<file path="src/rtl/alu_seq_w.sv">
// alu_seq_w: registered W-bit ALU with valid/ready handshakes on both sides
// and an internal {C,Z,N,V} flags register. ADC/SBB take carry/borrow from
// the stored C flag. The flags update when a result enters DONE, so an op
// issued back-to-back already sees the new C.
//
// Optional feature: define ALU_MUL_EN to build the multi-cycle shift-and-add
// unsigned multiplier (opcode 10). Without it, opcode 10 is illegal and no
// multiplier datapath or MUL_RUN state exists.
//
// Ports:
//   clk, rst_n          clock (rising edge), asynchronous active-low reset
//   in_valid/in_ready   request handshake; op, A, B captured on acceptance
//   out_valid/out_ready result handshake; outputs held while out_ready=0
//   result, result_hi   result (low half for MUL), high half for MUL else 0
//   flags               {C,Z,N,V} after this result
//   err                 illegal opcode for this result
module alu_seq_w #(
  parameter int W  = 8,
  parameter int CW = 4
) (
  input  logic          clk,
  input  logic          rst_n,
  input  logic          in_valid,
  output logic          in_ready,
  input  logic [CW-1:0] op,
  input  logic [W-1:0]  A,
  input  logic [W-1:0]  B,
  output logic          out_valid,
  input  logic          out_ready,
  output logic [W-1:0]  result,
  output logic [W-1:0]  result_hi,
  output logic [3:0]    flags,
  output logic          err
);

  localparam logic [CW-1:0] OP_ADD = CW'(0);
  localparam logic [CW-1:0] OP_ADC = CW'(1);
  localparam logic [CW-1:0] OP_SUB = CW'(2);
  localparam logic [CW-1:0] OP_SBB = CW'(3);
  localparam logic [CW-1:0] OP_AND = CW'(4);
  localparam logic [CW-1:0] OP_OR  = CW'(5);
  localparam logic [CW-1:0] OP_XOR = CW'(6);
  localparam logic [CW-1:0] OP_NOT = CW'(7);
  localparam logic [CW-1:0] OP_SHL = CW'(8);
  localparam logic [CW-1:0] OP_SHR = CW'(9);

`ifdef ALU_MUL_EN
  localparam logic [CW-1:0] OP_MUL = CW'(10);
  localparam int CNT_W = $clog2(W + 1);
  typedef enum logic [1:0] {IDLE = 2'd0, MUL_RUN = 2'd1, DONE = 2'd2} state_t;
`else
  typedef enum logic [1:0] {IDLE = 2'd0, DONE = 2'd2} state_t;
`endif

  typedef struct packed {
    logic [W-1:0] res;
    logic [3:0]   fl;
    logic         er;
  } alu_t;

  // Single-cycle ALU evaluation. Arithmetic runs at W+1 bits; bit W is the
  // carry (add) or borrow (subtract). Illegal ops leave flags untouched.
  function automatic alu_t alu_eval(input logic [CW-1:0] f_op,
                                    input logic [W-1:0]  fa,
                                    input logic [W-1:0]  fb,
                                    input logic [3:0]    fl);
    alu_t               r;
    logic [W:0]         ext;
    logic               c;
    logic               v;
    logic signed [W-1:0] sa;
    logic signed [W-1:0] sb;
    logic signed [W-1:0] sr;
    r   = '0;
    ext = '0;
    c   = fl[3];
    v   = 1'b0;
    sa  = fa;
    sb  = fb;
    case (f_op)
      OP_ADD, OP_ADC: begin
        ext   = {1'b0, fa} + {1'b0, fb} + {{W{1'b0}}, (f_op == OP_ADC) & fl[3]};
        r.res = ext[W-1:0];
        c     = ext[W];
        sr    = ext[W-1:0];
        v     = ((sa < 0) == (sb < 0)) && ((sr < 0) != (sa < 0));
      end
      OP_SUB, OP_SBB: begin
        ext   = {1'b0, fa} - {1'b0, fb} - {{W{1'b0}}, (f_op == OP_SBB) & fl[3]};
        r.res = ext[W-1:0];
        c     = ext[W];
        sr    = ext[W-1:0];
        v     = ((sa < 0) != (sb < 0)) && ((sr < 0) != (sa < 0));
      end
      OP_AND: r.res = fa & fb;
      OP_OR:  r.res = fa | fb;
      OP_XOR: r.res = fa ^ fb;
      OP_NOT: r.res = ~fa;
      OP_SHL: begin
        r.res = {fa[W-2:0], 1'b0};
        c     = fa[W-1];
      end
      OP_SHR: begin
        r.res = {1'b0, fa[W-1:1]};
        c     = fa[0];
      end
      default: r.er = 1'b1;
    endcase
    if (r.er) r.fl = fl;
    else      r.fl = {c, (r.res == '0), r.res[W-1], v};
    return r;
  endfunction

  state_t state, state_n;
  logic   load_single;
  logic   is_mul;
  alu_t   alu_p0;

`ifdef ALU_MUL_EN
  logic [CNT_W-1:0] cnt;
  logic [2*W-1:0]   prod;
  logic [W-1:0]     mcand;
  logic [W:0]       psum;
  logic             load_mul;
  logic             fin_mul;
  assign is_mul = (op == OP_MUL);
  // Add multiplicand to the upper half when the current LSB is set, then
  // shift the whole product right; the carry lands in the top bit.
  assign psum   = {1'b0, prod[2*W-1:W]} + (prod[0] ? {1'b0, mcand} : '0);
`else
  assign is_mul = 1'b0;
`endif

  assign alu_p0    = alu_eval(op, A, B, flags);
  assign out_valid = (state == DONE);

  always_ff @(posedge clk or negedge rst_n) begin
    if (!rst_n) state <= IDLE;
    else        state <= state_n;
  end

  always_comb begin
    state_n     = state;
    in_ready    = 1'b0;
    load_single = 1'b0;
`ifdef ALU_MUL_EN
    load_mul    = 1'b0;
    fin_mul     = 1'b0;
`endif
    case (state)
      IDLE, DONE: begin
        in_ready = (state == IDLE) ? 1'b1 : out_ready;
        if (in_ready && in_valid) begin
          if (is_mul) begin
`ifdef ALU_MUL_EN
            load_mul = 1'b1;
            state_n  = MUL_RUN;
`endif
          end else begin
            load_single = 1'b1;
            state_n     = DONE;
          end
        end else if (state == DONE && out_ready) begin
          state_n = IDLE;
        end
      end
`ifdef ALU_MUL_EN
      MUL_RUN: begin
        if (cnt == CNT_W'(W)) begin
          fin_mul = 1'b1;
          state_n = DONE;
        end
      end
`endif
      default: state_n = IDLE;
    endcase
  end

  // Result stage: outputs and flags register
  always_ff @(posedge clk or negedge rst_n) begin
    if (!rst_n) begin
      result    <= '0;
      result_hi <= '0;
      flags     <= '0;
      err       <= 1'b0;
    end else if (load_single) begin
      result    <= alu_p0.res;
      result_hi <= '0;
      flags     <= alu_p0.fl;
      err       <= alu_p0.er;
`ifdef ALU_MUL_EN
    end else if (fin_mul) begin
      result    <= prod[W-1:0];
      result_hi <= prod[2*W-1:W];
      flags     <= {(prod[2*W-1:W] != '0), (prod == '0), prod[W-1], 1'b0};
      err       <= 1'b0;
`endif
    end
  end

`ifdef ALU_MUL_EN
  // Multiplier step counter: W steps, then one cycle to register the result
  always_ff @(posedge clk or negedge rst_n) begin
    if (!rst_n)                                 cnt <= '0;
    else if (load_mul)                          cnt <= '0;
    else if (state == MUL_RUN && cnt != CNT_W'(W)) cnt <= cnt + 1'b1;
  end

  always_ff @(posedge clk) begin
    if (load_mul) begin
      prod  <= {{W{1'b0}}, B};
      mcand <= A;
    end else if (state == MUL_RUN && cnt != CNT_W'(W)) begin
      prod  <= {psum, prod[W-1:1]};
    end
  end
`endif

endmodule

</file>
<file path="config.mk">
export PLATFORM = sky130hd
export DESIGN_NAME = alu_seq_w
export DESIGN_NICKNAME = d
export VERILOG_FILES = /design/src/rtl/alu_seq_w.sv
export SDC_FILE = /design/constraint.sdc
export NUM_CORES = 1
export LEC_CHECK = 0
export BUFFER_PORTS_ARGS = -buffer_cell sky130_fd_sc_hd__buf_2
export CORE_ASPECT_RATIO = 1.1
export CORE_MARGIN = 2
export CORE_UTILIZATION = 50
export CTS_CLUSTER_DIAMETER = 40
export DETAILED_ROUTE_END_ITERATION = 12
export PLACE_DENSITY = 0.73
export SETUP_SLACK_MARGIN = 0.15
export SLEW_MARGIN = 20
export SYNTH_ARGS = -nofsm -noshare
export SYNTH_HDL_FRONTEND = slang
export SYNTH_SLANG_ARGS = --single-unit
</file>
<file path="constraint.sdc">
create_clock -name clk -period 3.8 [get_ports clk]
set_input_delay 0.19 -clock clk [delete_from_list [all_inputs] [get_ports clk]]
set_output_delay 0.19 -clock clk [all_outputs]
set_load 0.03 [all_outputs]
</file>
After elaboration in Yosys (flattened, before gate mapping)
Cells that the tools add are included.
Storage, ports and cells
  register bits after elaboration: 15
  bits in latches: 0
  bits in writable memories: 0
  bits in read-only memories: 0
  input port bits: 24
  output and inout bits: 23
  logic and storage cells: 59
  memories kept: 0
Operators by class
  add/sub/neg operators: 4
  multiply operators: 0
  div/mod/pow operators: 0
  $lt $le $gt $ge: 4
  equal/unequal tests: 15
  shifts and indexed selects: 0
  mux-type cells: 11
  bitwise gates (word level): 6
  reduce and logical (&&, ||, !) cells: 14
Operators with widths (number)
  $pmux 8 s8: 1
  $lt 8x1->1 const B: 4
  $eq 4x3->1 const B: 4
  $reduce_or 10->1: 1
  $add 8x8->9: 1
  $add 9x1->9: 1
  $sub 8x8->9: 1
  $sub 9x1->9: 1
  $and 8x8->8: 1
  $eq 4x2->1 const B: 2
  $eq 4x4->1 const B: 2
  $logic_not 8->1: 1
  $not 8->8: 1
  $or 8x8->8: 1
  $xor 8x8->8: 1
  $mux 2: 3
  $reduce_or 2->1: 3
  $mux 1: 5
  $eq 4x1->1 const B: 1
  $logic_and 1x1->1: 4
  $logic_not 4->1: 1
  $pmux 1 s4: 1
  $reduce_bool 4->1: 1
  $ne 1x1->1: 3
  other kinds (8): 9

Longest topological paths before layout
Gate-level depths: netlist of run 1.
  word-level depth: 7
  mapped depth: 16
  gate-level depth less buffers: 13

Worst setup path before layout of run 1
Ideal clock, no wire load.
  path type: input port to flip-flop
  start: in op[1]
  end: reg flags[2]
  setup time: 0.104 ns
  arrival: 2.994 ns
  required time: 3.696 ns
  slack: 0.702 ns
  stages: 14
  path buffers: 3
  path through: buf_2 > buf_6 > buf_6 > nor3_1 > nand3_1 > fa_1 > fa_1 > nor2b_1 > o21ai_1 > a21bo_2 > a21oi_1 > xnor2_1 > o221ai_1 > o41ai_2
On the way
  cells in the longest elaborated chain, start to end: 5
  elaborated cells on any way between the ends: 20
  those cells by class: 2 x add/sub; 9 x eq/ne; 1 x mux; 2 x bitwise; 6 x reduce/logical
RTL lines
  from (decl): line 25  | input logic [CW-1:0] op,
  $eq 4x2->1 or $eq 4x1->1 (tied branches): line 80, 89, 82
  $and 1x1->1 (on tied branches): line 89, 82
  $sub 9x1->9 or $add 9x1->9 (tied branches): line 89, 82
  $pmux 8 s8: line 80  | case (f_op)
  $logic_not 8->1: line 110  | else r.fl = {c, (r.res == '0), r.res[W-1], v};
  to (signal assigned): line 189  | flags <= alu_p0.fl;
  to (decl): line 32  | output logic [3:0] flags,
Several ways; a longest one is shown, not always the timed one.
A chain may end at the register's enable or synchronous reset.

Final worst setup path of run 1
  start: in op[2]
  end: reg flags[2]
Same word-level chain as after synthesis.

==> flow_metrics.tcl, run 1 <==
set metrics [dict create \
    die_h_um 74.4 \
    synth_common_cells "30 x ha_1, 26 x inv_1, 23 x nand2_1" \
    worst_slew_pin_slew_ns 0.845 \
    rows 25 \
    multi_input_area_mm2 0.00169 \
    critPathKind "primary input to flop" \
    synth_cells 282 \
    gp_congestion 1.00 \
    grt_antenna_before_repair 0 \
    insertion_delay_ns 0.24 \
    synth.cell_area_mm2 0.00225 \
    grt_usage_pct 22.9 \
    cts_resized 0 \
    syn_area_per_cell_um2 7.98 \
    fin_nets 371 \
    routed_via_density 5.83 \
    portBuffers 38 \
    drc_errors 0 \
    drt_wl_total_um 5500 \
    grt_overflow 0 \
    seq_area_frac_synth_pct 15.6 \
    register_area_um2 350 \
    slew_viol_final 0 \
    dr.pass1.iters 5 \
    cts_setup_buffers 0 \
    reg2reg_slack_ns 0.83 \
    layout-drive-gt1-share_pct 17.3 \
    core_mm2 0.00432 \
    ys_warn_count 0 \
    die_area_mm2 0.00505 \
    start_kind "primary input" \
    hold_slack_ns 0.174 \
    power_density_mw_per_mm2 285 \
    holdCritPathClass "primary input to flop" \
    grt_setup_unrepaired "false" \
    synth_top_area_cell "ha_1" \
    relSlewSlack_pct 43.5 \
    dp_hpwl_um 4450 \
    die_w_um 68.0 \
    setup_viol 0 \
    ant_nets 0 \
    finalHoldViolCount 0 \
    synth-main-ff-cell "dfrtp_1" \
    pin_count 47 \
    p_leak_nw 1.21 \
    cts_root_buf "clkbuf_8" \
    cp-end-kind "flop" \
    antenna_cells 0 \
    grt_max_degree 29 \
    synth-edff-count 0 \
    drv_cap 0 \
    grt_pass1_vias 2001 \
    fin_crit_ns 3.02 \
    clock_sinks 14 \
    async_flop_share_pct 100 \
    clockBufferDepth 2 \
    synth_cell_types 56 \
    outcome "complete, no violations" \
    fin_util_pct 57.5 \
    yosysMostFrequentCell "ha_1" \
    drt_iter0_drc 132 \
    clock_skew_ns 0.00346 \
    worstPathMaxFanout 21 \
    cts_tree "yes" \
    cp.required_ns 3.94 \
    clk_pin_slew_worst_paths_ns 0.06 \
    vdd_ir_drop_max_mv 0.0899 \
    syn_to_final_growth_pct 10.3 \
    synth.area.top_cells "ha_1 17%, dfrtp_1 16%, mux2i_1 4.4%, inv_1 4.3%, nand2_1 3.8%" \
    fmax_ghz 0.331 \
    fillCellCount 429 \
    setup_tns_ns 0 \
    grt_pass1_wl_um 9050 \
    wl_per_cell_um 15.0 \
    vias 2133 \
    synth_top_area_share_pct 16.7 \
    start_util_pct 52.1 \
    ys_seq_elements 14 \
    arrival_ns 3.16 \
    finalCritPeriodShare_pct 79.4 \
    cts_buffers 3 \
    htree_levels 1 \
]
## critical path, cell delays in order
cell      delay (ns)
buf_2           0.22
nor3_1          0.40
nand3_1         0.15
fa_1            0.47
fa_1            0.43
nor2b_1         0.12
o21ai_1         0.09
a21bo_2         0.24
a21oi_1         0.20
xnor2_1         0.14
o221ai_1        0.18
o41ai_2         0.33
## cell families after synthesis
family	synth area share, %
AOI/OAI and AO/OA	23.2
xor gates and xnor gates	4.28
adders and majority gates	20.2
buffers and inverters	10.4
DFF	15.6
muxes	5.95
other	0.167
and+or+nand+nor	20.1
## worst paths after layout
| path | from | to | depth (start not counted) |
|---|---|---|---|
| max in group asynchronous | rst_n | flags[3]$_DFFE_PN0P_ | 2 |
| max reg2reg | flags[3]$_DFFE_PN0P_ | flags[2]$_DFFE_PN0P_ | 10 |
| min reg2reg | result[7]$_DFFE_PN0P_ | result[7]$_DFFE_PN0P_ | 2 |
| min | in_valid | state[1]$_DFFE_PN0P_ | 2 |
| max | op[2] | flags[2]$_DFFE_PN0P_ | 12 |
| min in group asynchronous | rst_n | result[4]$_DFFE_PN0P_ | 2 |
## cells in the final DEF, fill, tap and decap left out, drive strengths merged, types with 3 or more instances in the layout
cell type  synthesis  layout
a21o               3       3
o221ai             4       4
inv               27      27
a22oi              3       3
xnor2              9       9
a211oi             4       4
dfrtp             14      14
a31o               3       3
nand2b             4       4
mux2               3       3
fa                 4       4
a221oi             3       3
nor2b             12      12
and2               5       5
buf               15      40
a21oi             12      12
nand3              7       7
nor3               9       9
a32oi              3       3
nor2              14      14
o211ai             4       4
nand2             23      23
mux2i             10      10
o21a               3       3
conb               1       8
o21ai             15      15
nor3b              4       4
ha                30      30
clkbuf             7       4
## per-layer routing
metal	up-vias	wire length (um)	global-route usage, %
li1	1045	-	-
met1	996	2390	29.7
met2	86	2670	39.9
met3	6	334	1.82
met4	0	102	7.33
met5	-	0	0
## metrics by stage
stage	instance area (um^2)	total power [W]	std cells	worst slack [ns]
2_1_floorplan	2280	0.000475	289	0.702
3_3_place_gp	2420	0.000560	361	0.652
3_5_place_dp	2420	0.000565	361	0.558
4_1_cts	2480	0.000707	366	0.810
5_1_grt	2480	0.000761	366	0.507
6_report	2480	0.000708	366	0.781
## registers in the layout (all words and copies together) (netlist names)
signal,cells
flags,4
err,1
result,8
state,1
## where the power goes
group	internal (W)	total (W)	switching [W]
Combinational	0.000146	0.000381	0.000235
Clock	0.0000916	0.000141	0.0000499
Sequential	0.000171	0.000185	0.0000136
## cell type report
class | instances | share of cell area, %
repair buffers | 41 | 8.67
clock buffers | 4 | 2.22
multi-input cells | 226 | 68.2
inverters | 27 | 4.08
well taps | 54 | 2.72
flip-flops and latches | 14 | 14.1
## repair_timing
item,in CTS,in global routing
hold endpoints to repair,14,0
hold buffers,1,0
setup endpoints to repair,0,0
No activity file was read; power rests on OpenSTA's default activity.
==> inputs of run 2 (changes only) <==
==> constraint.sdc (replaced) <==
create_clock -name clk -period 3 [get_ports clk]
set_input_delay 0.15 -clock clk [delete_from_list [all_inputs] [get_ports clk]]
set_output_delay 0.15 -clock clk [all_outputs]
set_load 0.03 [all_outputs]
==> run 2 against run 1 <==
Worst hold slack worse by 0.053 ns. Sequential power is 25% higher. Cell count grew 2.7%. Via count increased by 0.89%. Non-clock buffer count grew 10. Register-to-register slack worse by 0.64 ns. Combinational power up 36%. Sequential share of layout area shrank 0.70 points. Clock power is 29% higher. First-iteration DRC count is 30% lower. Global-route usage up 0.51 points. Worst setup slack worse by 0.59 ns.
==> flow_metrics.tcl, run 2 (same netlist as run 1, synthesis figures left out) <==
set metrics [dict create \
    r2r_end "flags[2]$_DFFE_PN0P_" \
    rows 25 \
    cts_root_buf "clkbuf_8" \
    reg2reg_slack_ns 0.19 \
    power_density_mw_per_mm2 357 \
    fillCellCount 396 \
    die_area_mm2 0.00505 \
    start_kind "flop" \
    cp.required_ns 3.15 \
    fmax_ghz 0.356 \
    setup_tns_ns 0 \
    grt_max_degree 35 \
    top_regs "result: 8 flops, flags: 4 flops" \
    start_util_pct 52.1 \
    p_leak_nw 1.27 \
    crit_family "compound AO/OA/AOI/OAI gates" \
    worst_slew_pin_slew_ns 0.782 \
    cp-end-kind "flop" \
    grt_overflow 0 \
    holdCritPathClass "primary input to flop" \
    hold_path_depth 2 \
    arrival_ns 2.95 \
    fin_crit_ns 2.81 \
    fin_cells 376 \
    routed_via_density 5.72 \
    dr.pass1.iters 4 \
    clock_skew_ns 0.000856 \
    largest_register "result" \
    largest_reg_flops 8 \
    layout-drive-gt1-share_pct 23.6 \
    clock_sinks 14 \
    cp_slowest_cell "fa_2" \
    critPathKind "flop to flop" \
    drc_errors 0 \
    vias 2152 \
    die_w_um 68.0 \
    setup_viol 0 \
    ant_nets 0 \
    timing.rr.start "flags[3]$_DFFE_PN0P_" \
    wl_per_cell_um 15.2 \
    drt_iter0_drc 93 \
    layout_commonest_cell "buf_2" \
    insertion_delay_ns 0.25 \
    crit_path_cell_trace "nand3_1, fa_2, ha_1, o211ai_1, buf_4, and2_1, and3_1, a211oi_2, nand3b_1, o41ai_2" \
    drv_cap 0 \
    crit_buf_inv 1 \
    outcome "complete, no violations" \
    cts_tree "yes" \
    relSlewSlack_pct 47.8 \
    grt_antenna_before_repair 0 \
    grt_pass1_wl_um 9130 \
    drt_wl_total_um 5700 \
    dp_hpwl_um 4550 \
    clk_pin_slew_worst_paths_ns 0.06 \
    grt_usage_pct 23.4 \
    die_h_um 74.4 \
    cts_buffers 3 \
    worstHoldStart "in_valid" \
    core_mm2 0.00432 \
    clockBufferDepth 2 \
    grt_setup_unrepaired "false" \
    finalHoldViolCount 0 \
    slew_viol_final 0 \
    hold_slack_ns 0.121 \
    slowest_delay_ns 0.56 \
    htree_levels 1 \
    worstPathMaxFanout 3 \
    gp_congestion 0.931 \
    finalCritPeriodShare_pct 93.5 \
    fin_nets 381 \
    reg2regPathDepth 10 \
    fin_util_pct 60.5 \
    place_inst 367 \
    portBuffers 38 \
    antenna_cells 0 \
    whs_endpoint "state[1]$_DFFE_PN0P_" \
    final_cell_mix "38 x buf_2, 30 x ha_1, 26 x inv_1" \
    vdd_ir_drop_max_mv 0.125 \
    pin_count 47 \
    grt_pass1_vias 1942 \
    syn_to_final_growth_pct 16.1 \
]
==> run 2: worst max path at each step <==
stage / startpoint / end / slack (ns) / cells past startpoint
2_1_floorplan: op[1] / flags[2]$_DFFE_PN0P_ / 0.13 / 15
3_3_place_gp: op[2] / flags[2]$_DFFE_PN0P_ / 0.12 / 11
3_5_place_dp: op[2] / flags[2]$_DFFE_PN0P_ / 0.14 / 12
4_1_cts: flags[3]$_DFFE_PN0P_ / flags[2]$_DFFE_PN0P_ / 0.25 / 9
5_1_grt: flags[3]$_DFFE_PN0P_ / flags[2]$_DFFE_PN0P_ / 0.13 / 10
6_report: flags[3]$_DFFE_PN0P_ / flags[2]$_DFFE_PN0P_ / 0.19 / 10
==> run 2: repair_timing <==
action,4_1_cts,5_1_grt
hold buffers,1,0
gates resized for setup,0,7
buffers inserted,0,4
endpoints found under the hold margin,14,0
endpoints found under the setup margin,0,1
==> run 2: cell type report <==
| type | count | area, um^2 | area share, % |
|---|---|---|---|
| repair buffers | 51 | 290 | 11.1 |
| multi-input cells | 226 | 1750 | 66.9 |
| inverters | 27 | 101 | 3.88 |
| clock buffers | 4 | 55.1 | 2.11 |
| flip-flops and latches | 14 | 350 | 13.4 |
| well taps | 54 | 67.6 | 2.59 |
==> run 2: layer usage <==
layer  share of wire, %  track usage (%)  vias up
li1                   -                -     1065
met1                 44             29.7     1014
met2                 49             41.7       68
met3                5.7             1.82        5
met4                1.4             7.11        0
met5                  0                0        -
==> run 2: per-stage QoR <==
stage	worst slack, ns	area (um^2)	total power (W)
floorplan	0.130	2300	0.000606
global placement	0.117	2490	0.000724
detailed placement	0.136	2490	0.000732
CTS	0.251	2550	0.000917
global route	0.127	2610	0.000998
finish	0.194	2610	0.000933
==> run 2: where the power goes <==
group	internal, W	leakage [nW]	switching, W	total, W
sequential	0.000217	0.177	0.0000152	0.000232
clock	0.000116	0.0288	0.0000661	0.000182
combinational	0.000204	1.06	0.000314	0.000518
total	0.000537	1.27	0.000396	0.000933
